**config.mk**
```make
export PLATFORM = sky130hd
export DESIGN_NAME = mem_arbiter
export DESIGN_NICKNAME = d
export VERILOG_FILES = /design/src/rtl/mem_arbiter.sv
export SDC_FILE = /design/constraint.sdc
export NUM_CORES = 1
export LEC_CHECK = 0
export CAP_MARGIN = 25
export CORE_ASPECT_RATIO = 0.5
export CORE_UTILIZATION = 44
export DETAILED_ROUTE_END_ITERATION = 8
export GPL_TIMING_DRIVEN = 0
export PLACE_DENSITY = 0.83
export SLEW_MARGIN = 40
export SYNTH_ARGS = -nofsm -noshare
export SYNTH_HDL_FRONTEND = slang
export SYNTH_SLANG_ARGS = --single-unit
```
**constraint.sdc**
```tcl
create_clock -name clk -period 2.6 [get_ports clk]
set_input_delay 0.39 -clock clk [delete_from_list [all_inputs] [get_ports clk]]
set_output_delay 0.39 -clock clk [all_outputs]
set_load 0.05 [all_outputs]
```
**src/rtl/mem_arbiter.sv**
```systemverilog
// Shares the single-port unified memory between the fetch port and the load/store port.
// Data port has fixed priority; a starvation guard forces fetch through after STARVE_LIMIT data wins.
module mem_arbiter #(
  parameter int STARVE_LIMIT = 4,
  parameter int CNT_W        = 16
) (
  input  logic             clk,
  input  logic             rst_n,
  input  logic             i_req,
  input  logic [12:0]      i_addr,
  output logic             i_ack,
  output logic [31:0]      i_rdata,
  input  logic             d_req,
  input  logic             d_we,
  input  logic [12:0]      d_addr,
  input  logic [31:0]      d_wdata,
  output logic             d_ack,
  output logic [31:0]      d_rdata,
  output logic             mem_we,
  output logic [12:0]      mem_addr,
  output logic [31:0]      mem_din,
  input  logic [31:0]      mem_dout,
  output logic [CNT_W-1:0] i_grant_cnt,
  output logic [CNT_W-1:0] d_grant_cnt
);

  typedef enum logic {IDLE, RESP} state_t;

  localparam logic [3:0] LIMIT = 4'(STARVE_LIMIT);

  state_t           state_q, state_d;
  logic             owner_d_q;
  logic             we_q;
  logic [12:0]      addr_q;
  logic [31:0]      din_q;
  logic [3:0]       starve_q;
  logic [31:0]      i_hold_q, d_hold_q;
  logic [CNT_W-1:0] i_cnt_q, d_cnt_q;
  logic             issue;
  logic             win_d;

  assign i_grant_cnt = i_cnt_q;
  assign d_grant_cnt = d_cnt_q;

  // Issue happens combinationally in IDLE; rst_n gating keeps mem_we/mem_addr quiet during reset
  always_comb begin
    state_d  = state_q;
    issue    = 1'b0;
    win_d    = 1'b0;
    mem_we   = 1'b0;
    mem_addr = addr_q;
    mem_din  = din_q;
    i_ack    = 1'b0;
    d_ack    = 1'b0;
    i_rdata  = i_hold_q;
    d_rdata  = d_hold_q;
    case (state_q)
      IDLE: begin
        if (rst_n && (i_req || d_req)) begin
          issue   = 1'b1;
          win_d   = d_req && !(i_req && (starve_q == LIMIT));
          state_d = RESP;
          if (win_d) begin
            mem_addr = d_addr;
            mem_we   = d_we;
            mem_din  = d_wdata;
          end else begin
            mem_addr = i_addr;
          end
        end
      end
      RESP: begin
        state_d = IDLE;
        if (owner_d_q) begin
          d_ack = 1'b1;
          if (!we_q) d_rdata = mem_dout;
        end else begin
          i_ack   = 1'b1;
          i_rdata = mem_dout;
        end
      end
      default: state_d = IDLE;
    endcase
  end

  always_ff @(posedge clk or negedge rst_n) begin
    if (!rst_n) begin
      state_q   <= IDLE;
      owner_d_q <= 1'b0;
      we_q      <= 1'b0;
      addr_q    <= '0;
      din_q     <= '0;
      starve_q  <= '0;
      i_hold_q  <= '0;
      d_hold_q  <= '0;
      i_cnt_q   <= '0;
      d_cnt_q   <= '0;
    end else begin
      state_q <= state_d;
      if (issue) begin
        owner_d_q <= win_d;
        we_q      <= win_d && d_we;
        addr_q    <= mem_addr;
        din_q     <= mem_din;
        // Count only data wins that made a waiting fetch wait longer
        if (win_d && i_req)
          starve_q <= (starve_q == LIMIT) ? starve_q : starve_q + 4'd1;
        else
          starve_q <= '0;
      end
      if (state_q == RESP) begin
        if (owner_d_q) begin
          d_cnt_q <= d_cnt_q + 1'b1;
          if (!we_q) d_hold_q <= mem_dout;
        end else begin
          i_cnt_q  <= i_cnt_q + 1'b1;
          i_hold_q <= mem_dout;
        end
      end
    end
  end

endmodule

```
==> results of run 1 <==
[area by class of cell]
class	instances	area, sq um	area share (%)
repair buffers	262	2470	25.3
clock buffers	17	425	4.35
well taps	192	240	2.46
multi-input cells	374	2590	26.5
plain buffers	18	155	1.59
inverters	8	30.0	0.307
flip-flops and latches	148	3710	37.9
clock inverters	15	158	1.61
[power by group through the flow]
stage	logic, mW	registers (mW)	clock network, mW
global route	4.57	3.21	2.59
floorplan	2.78	3.32	0
CTS	4.37	3.14	2.49
finish	4.40	3.15	2.45
detailed placement	4.52	3.18	0
global placement	4.45	3.15	0
[sequential cells by signal (all words and copies together), names as in the netlist]
name,flops
din_q,32
addr_q,13
starve_q,4
state_q,1
i_grant_cnt,16
owner_d_q,1
d_grant_cnt,16
i_hold_q,32
d_hold_q,32
we_q,1
[cells by family (layout without fill, tap and decap cells)]
kind of cell    after synthesis  after routing
mux                          97             97
xor+xnor                     30             30
fa+ha+maj                     4              4
compound gates               46             46
simple gates                197            197
buf+inv                      31            320
flops                       148            148
[placed cells by master, fill, tap and decap left out, drive strengths merged, types with 3 or more instances in the layout]
| cell type | n |
|---|---|
| clkdlybuf4s15 | 9 |
| o21ai | 4 |
| xor2 | 12 |
| nor3 | 4 |
| clkdlybuf4s50 | 126 |
| a21oi | 40 |
| dlygate4sd2 | 4 |
| nand3 | 8 |
| inv | 19 |
| mux2 | 97 |
| bufbuf | 3 |
| xnor2 | 18 |
| buf | 126 |
| nand2b | 3 |
| dfrtp | 148 |
| nor2 | 22 |
| nand2 | 140 |
| ha | 4 |
| clkbuf | 28 |
| nand4 | 8 |
[how the worst min path moves through the flow]
stage                    to  slack, ns  cells past startpoint
6_report        d_hold_q[7]       0.03                      3
5_1_grt         d_hold_q[7]       0.03                      3
2_1_floorplan     addr_q[0]       0.09                      0
4_1_cts         d_hold_q[7]       0.02                      3
3_3_place_gp   i_hold_q[14]       0.45                      2
3_5_place_dp    d_hold_q[7]       0.28                      1
[routing by layer]
layer / vias to the layer above / GRT usage [%]
li1: 2422 / -
met4: 0 / 12.2
met1: 2671 / 29.8
met3: 45 / 4.04
met5: - / 0
met2: 140 / 44.5
[what timing repair did]
item | 4_1_cts | 5_1_grt
pin swaps | 2 | 2
hold buffers | 3 | 0
hold endpoints to repair | 35 | 0
resized for setup | 553 | 106
gates cloned | 5 | 0
endpoints found under the setup margin | 111 | 80
buffers inserted | 11 | 5
[worst max-delay path, cell delays in order, from the launching register on]
cell	delay [ns]
dfrtp_1	0.40
inv_2	0.09
ha_4	0.13
nand4b_1	0.15
and2_4	0.21
nand2_4	0.09
buf_4	0.21
mux2_2	0.36
buf_4	0.19
[per-stage QoR]
step                      TNS (ns)  std cells  util, %
final                       -0.438       1034     70.6
after global routing         -2.63       1034     70.6
after CTS                   -0.423       1033     70.7
after detailed placement    -52.17        985     65.4
after global placement    -1231.55        983     64.9
after floorplan                  0        553        -
==> results_dict.tcl, run 1 <==
set metrics [dict create \
    yosysSeqAreaShare_pct 58.1 \
    ys_ff_latch 148 \
    totalWireLength_um 18500 \
    clk_path_buf_depth 2 \
    num_rows 30 \
    rsz0062_at_grt "true" \
    ir_drop_mv 0.622 \
    gp_congestion 0.783 \
    coreArea_sq_mm 0.0139 \
    critPathCaptureType "output port" \
    synth_most_common_cell "dfrtp_1" \
    hold_violations 0 \
    synth-main-ff-cell "dfrtp_1" \
    place_hpwl_um 12400 \
    ant_nets 0 \
    worstMarginPinSlew_ns 0.560 \
    reg2reg_from "starve_q[1]" \
    worst_hold_slack_ns 0.0324 \
    status "complete, but fails checks" \
    crit_start "starve_q[1]" \
    rrSetupSlack_ns 0.68 \
    synth_top_area_share_pct 58.1 \
    synth_adder_area_share_pct 0.786 \
    clkSinkCount 148 \
    switching_share_pct 43.7 \
    crit_fanout 10 \
    critPathCapture "mem_din[3]" \
    synth_fp_nets 652 \
    first_global_vias 5456 \
    fp.dieH_um 87.1 \
    drt-initial-drc-count 237 \
    dpl_cell_area_sq_mm 0.00905 \
    required_ns 2.21 \
    maxUsedRoutingLayer "met4" \
    clk_pin_slew_ns 0.07 \
    yosys-mux-area-fraction_pct 17.3 \
    power_frac_seq_pct 31.5 \
    n_antenna_cell 0 \
    worstPathArrival_ns 2.25 \
    wl_met3_um 587 \
    avgSynthCellArea_sq_um 11.5 \
    clockPowerShare_pct 24.5 \
    grt_max_degree 44 \
    ios 239 \
    synth_top_cell_by_area "dfrtp_1" \
    synth-simple-area-share_pct 13.3 \
    reg2reg_to "din_q[2]" \
    hp-class "in2async" \
    syn_inst 553 \
    htree_levels 4 \
    antenna_found_initial 0 \
    synth_common_cells "dfrtp_1, nand2_1, mux2_2" \
    met2_length_um 9760 \
    drv_cap 0 \
    area_growth_pct 53.5 \
    p_leak_nw 4.62 \
    die_area_sq_mm 0.0150 \
    start_util_pct 46.0 \
    grt_pass1_wl_um 28300 \
    drc 0 \
    p_per_area_mw_per_mm2 1020 \
    path_class "reg2out" \
    cts_root_buf "clkbuf_16" \
    grt_usage_pct 25.0 \
    synth-compound-area-share_pct 3.71 \
    synth_xor_xnor_area_share_pct 4.12 \
    fin_skew_ns 0.0114 \
    cts_buffers 17 \
    fillers 978 \
    ys_types 37 \
    synth-async-reset-ratio_pct 100 \
    routed_via_density 5.10 \
    pre_cts_slack_ns -1.14 \
    portBuffers 238 \
    wl_per_cell_um 17.9 \
    synth_area_sq_mm 0.00637 \
    synth_top_family_by_area "multiplexers" \
    drive_gt1_share_pct 35.3 \
    final_nets 928 \
    max_slew_margin_pct 62.6 \
    wl_met1_um 7520 \
    gr-total-overflow 0 \
    p_int_mw 5.64 \
    p_comb_share_pct 44.0 \
    fp.dieW_um 172 \
    final_area_sq_mm 0.00978 \
    fin_crit_sh_pct 101 \
    final.min_clock_period_ns 2.64 \
    synthTopCellsByArea "dfrtp_1, mux2_2, nand2_1, a21oi_1, xnor2_1" \
    clk_latency_ns 0.42 \
    synth_edf_count 0 \
    r2r_cells 9 \
    worst_slack_ns -0.0377 \
    power_mw 10.0 \
    power.switching_mw 4.37 \
    synth_warnings 0 \
    vias 5278 \
    violations "negative setup slack" \
    max_freq_mhz 379 \
    setup_violations 22 \
    finalMaxSlewViolations 0 \
    cp-start-kind "flop" \
    cts_tree "built" \
    dr.pass1.iters 6 \
]
Note: power is estimated with default switching activity, not from simulation.
==> run 2: changes to the inputs <==
--- a/config.mk
+++ b/config.mk
@@ -5,6 +5,7 @@
 export SDC_FILE = /design/constraint.sdc
 export NUM_CORES = 1
 export LEC_CHECK = 0
+export ABC_CLOCK_PERIOD_IN_PS = 2600
 export CAP_MARGIN = 25
 export CORE_ASPECT_RATIO = 0.5
 export CORE_UTILIZATION = 44
==> results of run 2 <==
No change in the layout: final DEF, timing and power equal those of run 1.
==> run 3: changes to the inputs <==
--- a/config.mk
+++ b/config.mk
@@ -7,12 +7,14 @@
 export LEC_CHECK = 0
 export ABC_CLOCK_PERIOD_IN_PS = 2600
 export CAP_MARGIN = 25
-export CORE_ASPECT_RATIO = 0.5
+export CORE_ASPECT_RATIO = 1.25
 export CORE_UTILIZATION = 44
 export DETAILED_ROUTE_END_ITERATION = 8
 export GPL_TIMING_DRIVEN = 0
 export PLACE_DENSITY = 0.83
+export SKIP_LAST_GASP = 1
 export SLEW_MARGIN = 40
 export SYNTH_ARGS = -nofsm -noshare
 export SYNTH_HDL_FRONTEND = slang
 export SYNTH_SLANG_ARGS = --single-unit
+export TNS_END_PERCENT = 1
==> run 3 against run 2 <==
- the run still ends with negative setup slack left
- largest cell class unchanged
- critical path type unchanged
- clock power shrank 4%
- critical endpoint is now mem_din[23]
- clock-buffer cell count grew 3
- via count shrank 2.2%
==> results_dict.tcl, run 3 (same netlist as run 1, synthesis figures left out) <==
set metrics [dict create \
    max_freq_mhz 365 \
    grt_pass1_wl_um 27600 \
    drive_gt1_share_pct 31.3 \
    wl_per_cell_um 17.1 \
    fin_skew_ns 0.00972 \
    drc 0 \
    cp-start-kind "flop" \
    drv_cap 0 \
    grt_max_degree 36 \
    clk_pin_slew_ns 0.06 \
    start_util_pct 45.5 \
    n_antenna_cell 0 \
    final_cell_mix "dfrtp_1, nand2_1, clkdlybuf4s50_1" \
    coreArea_sq_mm 0.0140 \
    path_class "reg2out" \
    grt_usage_pct 24.7 \
    fp.dieH_um 137 \
    status "complete, but fails checks" \
    clk_latency_ns 0.42 \
    drt-initial-drc-count 172 \
    worstMarginPinSlew_ns 0.578 \
    antenna_found_initial 0 \
    reg.largest.list "d_hold_q (32), din_q (32), i_hold_q (32)" \
    rsz0062_at_grt "true" \
    pre_cts_slack_ns -1.08 \
    cts_tree "built" \
    fin_cells 1007 \
    hold_violations 0 \
    final.min_clock_period_ns 2.74 \
    layout_commonest_cell "dfrtp_1" \
    routed_via_density 5.13 \
    first_global_vias 5622 \
    setup-tns-final_ns -3.64 \
    hp-class "in2async" \
    fillers 1050 \
    final_area_sq_mm 0.00977 \
    required_ns 2.21 \
    p_per_area_mw_per_mm2 1010 \
    fin_crit_sh_pct 106 \
    cts_buffers 17 \
    regArea_sq_mm 0.00370 \
    ir_drop_mv 0.831 \
    critPathCaptureType "output port" \
    clk_path_buf_depth 2 \
    p_leak_nw 4.51 \
    finalMaxSlewViolations 0 \
    num_rows 48 \
    htree_levels 4 \
    ant_nets 0 \
    totalWireLength_um 17200 \
    multi_input_area_sq_mm 0.00251 \
    setup_violations 59 \
    crit_fanout 6 \
    gp_congestion 0.785 \
    place_hpwl_um 12400 \
    dr.pass1.iters 4 \
    dpl_cell_area_sq_mm 0.00903 \
    final_nets 921 \
    cts_root_buf "clkbuf_16" \
    area_growth_pct 53.3 \
    gr-total-overflow 0 \
    die_area_sq_mm 0.0150 \
    dp.cells 968 \
    worst_slack_ns -0.143 \
    fp.dieW_um 110 \
    clkSinkCount 148 \
    worstPathArrival_ns 2.35 \
    portBuffers 238 \
    vias 5163 \
    ios 239 \
    max_slew_margin_pct 61.1 \
    violations "negative setup slack" \
]
## run 3: repair_timing
item	in CTS	in global routing
resized for setup	417	28
hold buffers	4	0
pin swaps	0	1
endpoints found under the setup margin	111	110
buffers inserted	5	0
cloned	3	0
hold endpoints to repair	25	0
## run 3: where the power goes
part | internal [mW] | switching (mW)
Clock | 1.44 | 0.917
Combinational | 1.43 | 2.95
Sequential | 2.88 | 0.273
Total | 5.75 | 4.14
## run 3: area by class of cell
| type | count | share of cell area, % |
|---|---|---|
| clock inverter | 9 | 1.09 |
| tap | 175 | 2.24 |
| sequential | 148 | 37.9 |
| buffer | 21 | 1.61 |
| timing repair buffer | 252 | 26.4 |
| inverter | 8 | 0.307 |
| multi-input combinational | 374 | 25.7 |
| clock buffer | 20 | 4.68 |
## run 3: final timing paths
kind	endpoint	from	slack, ns	cells after the start
setup / recovery	mem_din[23]	starve_q[0]	-0.14	9
hold / removal	i_hold_q[16]	rst_n	0.04	3
setup reg to reg	din_q[6]	starve_q[0]	0.77	9
hold reg to reg	i_hold_q[31]	i_hold_q[31]	0.46	2
max in group asynchronous	d_hold_q[16]	rst_n	1.84	4
min in group clk	i_hold_q[31]	i_hold_q[31]	0.46	2
## run 3: critical path: stages, from the launching register on
cell	delay [ns]
dfrtp_1	0.40
inv_2	0.07
ha_1	0.14
nand4b_1	0.13
and2_4	0.21
nand2_8	0.09
buf_8	0.12
bufbuf_16	0.25
mux2_2	0.36
buf_6	0.16
## run 3: metrics by stage
stage | utilization (%) | hold WS, ns | total power [mW]
final | 69.8 | 0.0389 | 9.89
after global routing | 69.8 | 0.0400 | 10.3
after CTS | 70.0 | 0.0296 | 9.97
after detailed placement | 64.5 | 0.247 | 7.70
after global placement | 64.1 | 0.452 | 7.57
after floorplan | - | 0.0944 | 6.10
## run 3: per-layer routing
layer  vias to the layer above  track usage [%]  part of all wire, %
li1                       2395                -                    -
met1                      2528             25.9                   37
met2                       199             44.8                   54
met3                        41             7.48                  6.4
met4                         0             11.3                  3.0
met5                         -                0                    0
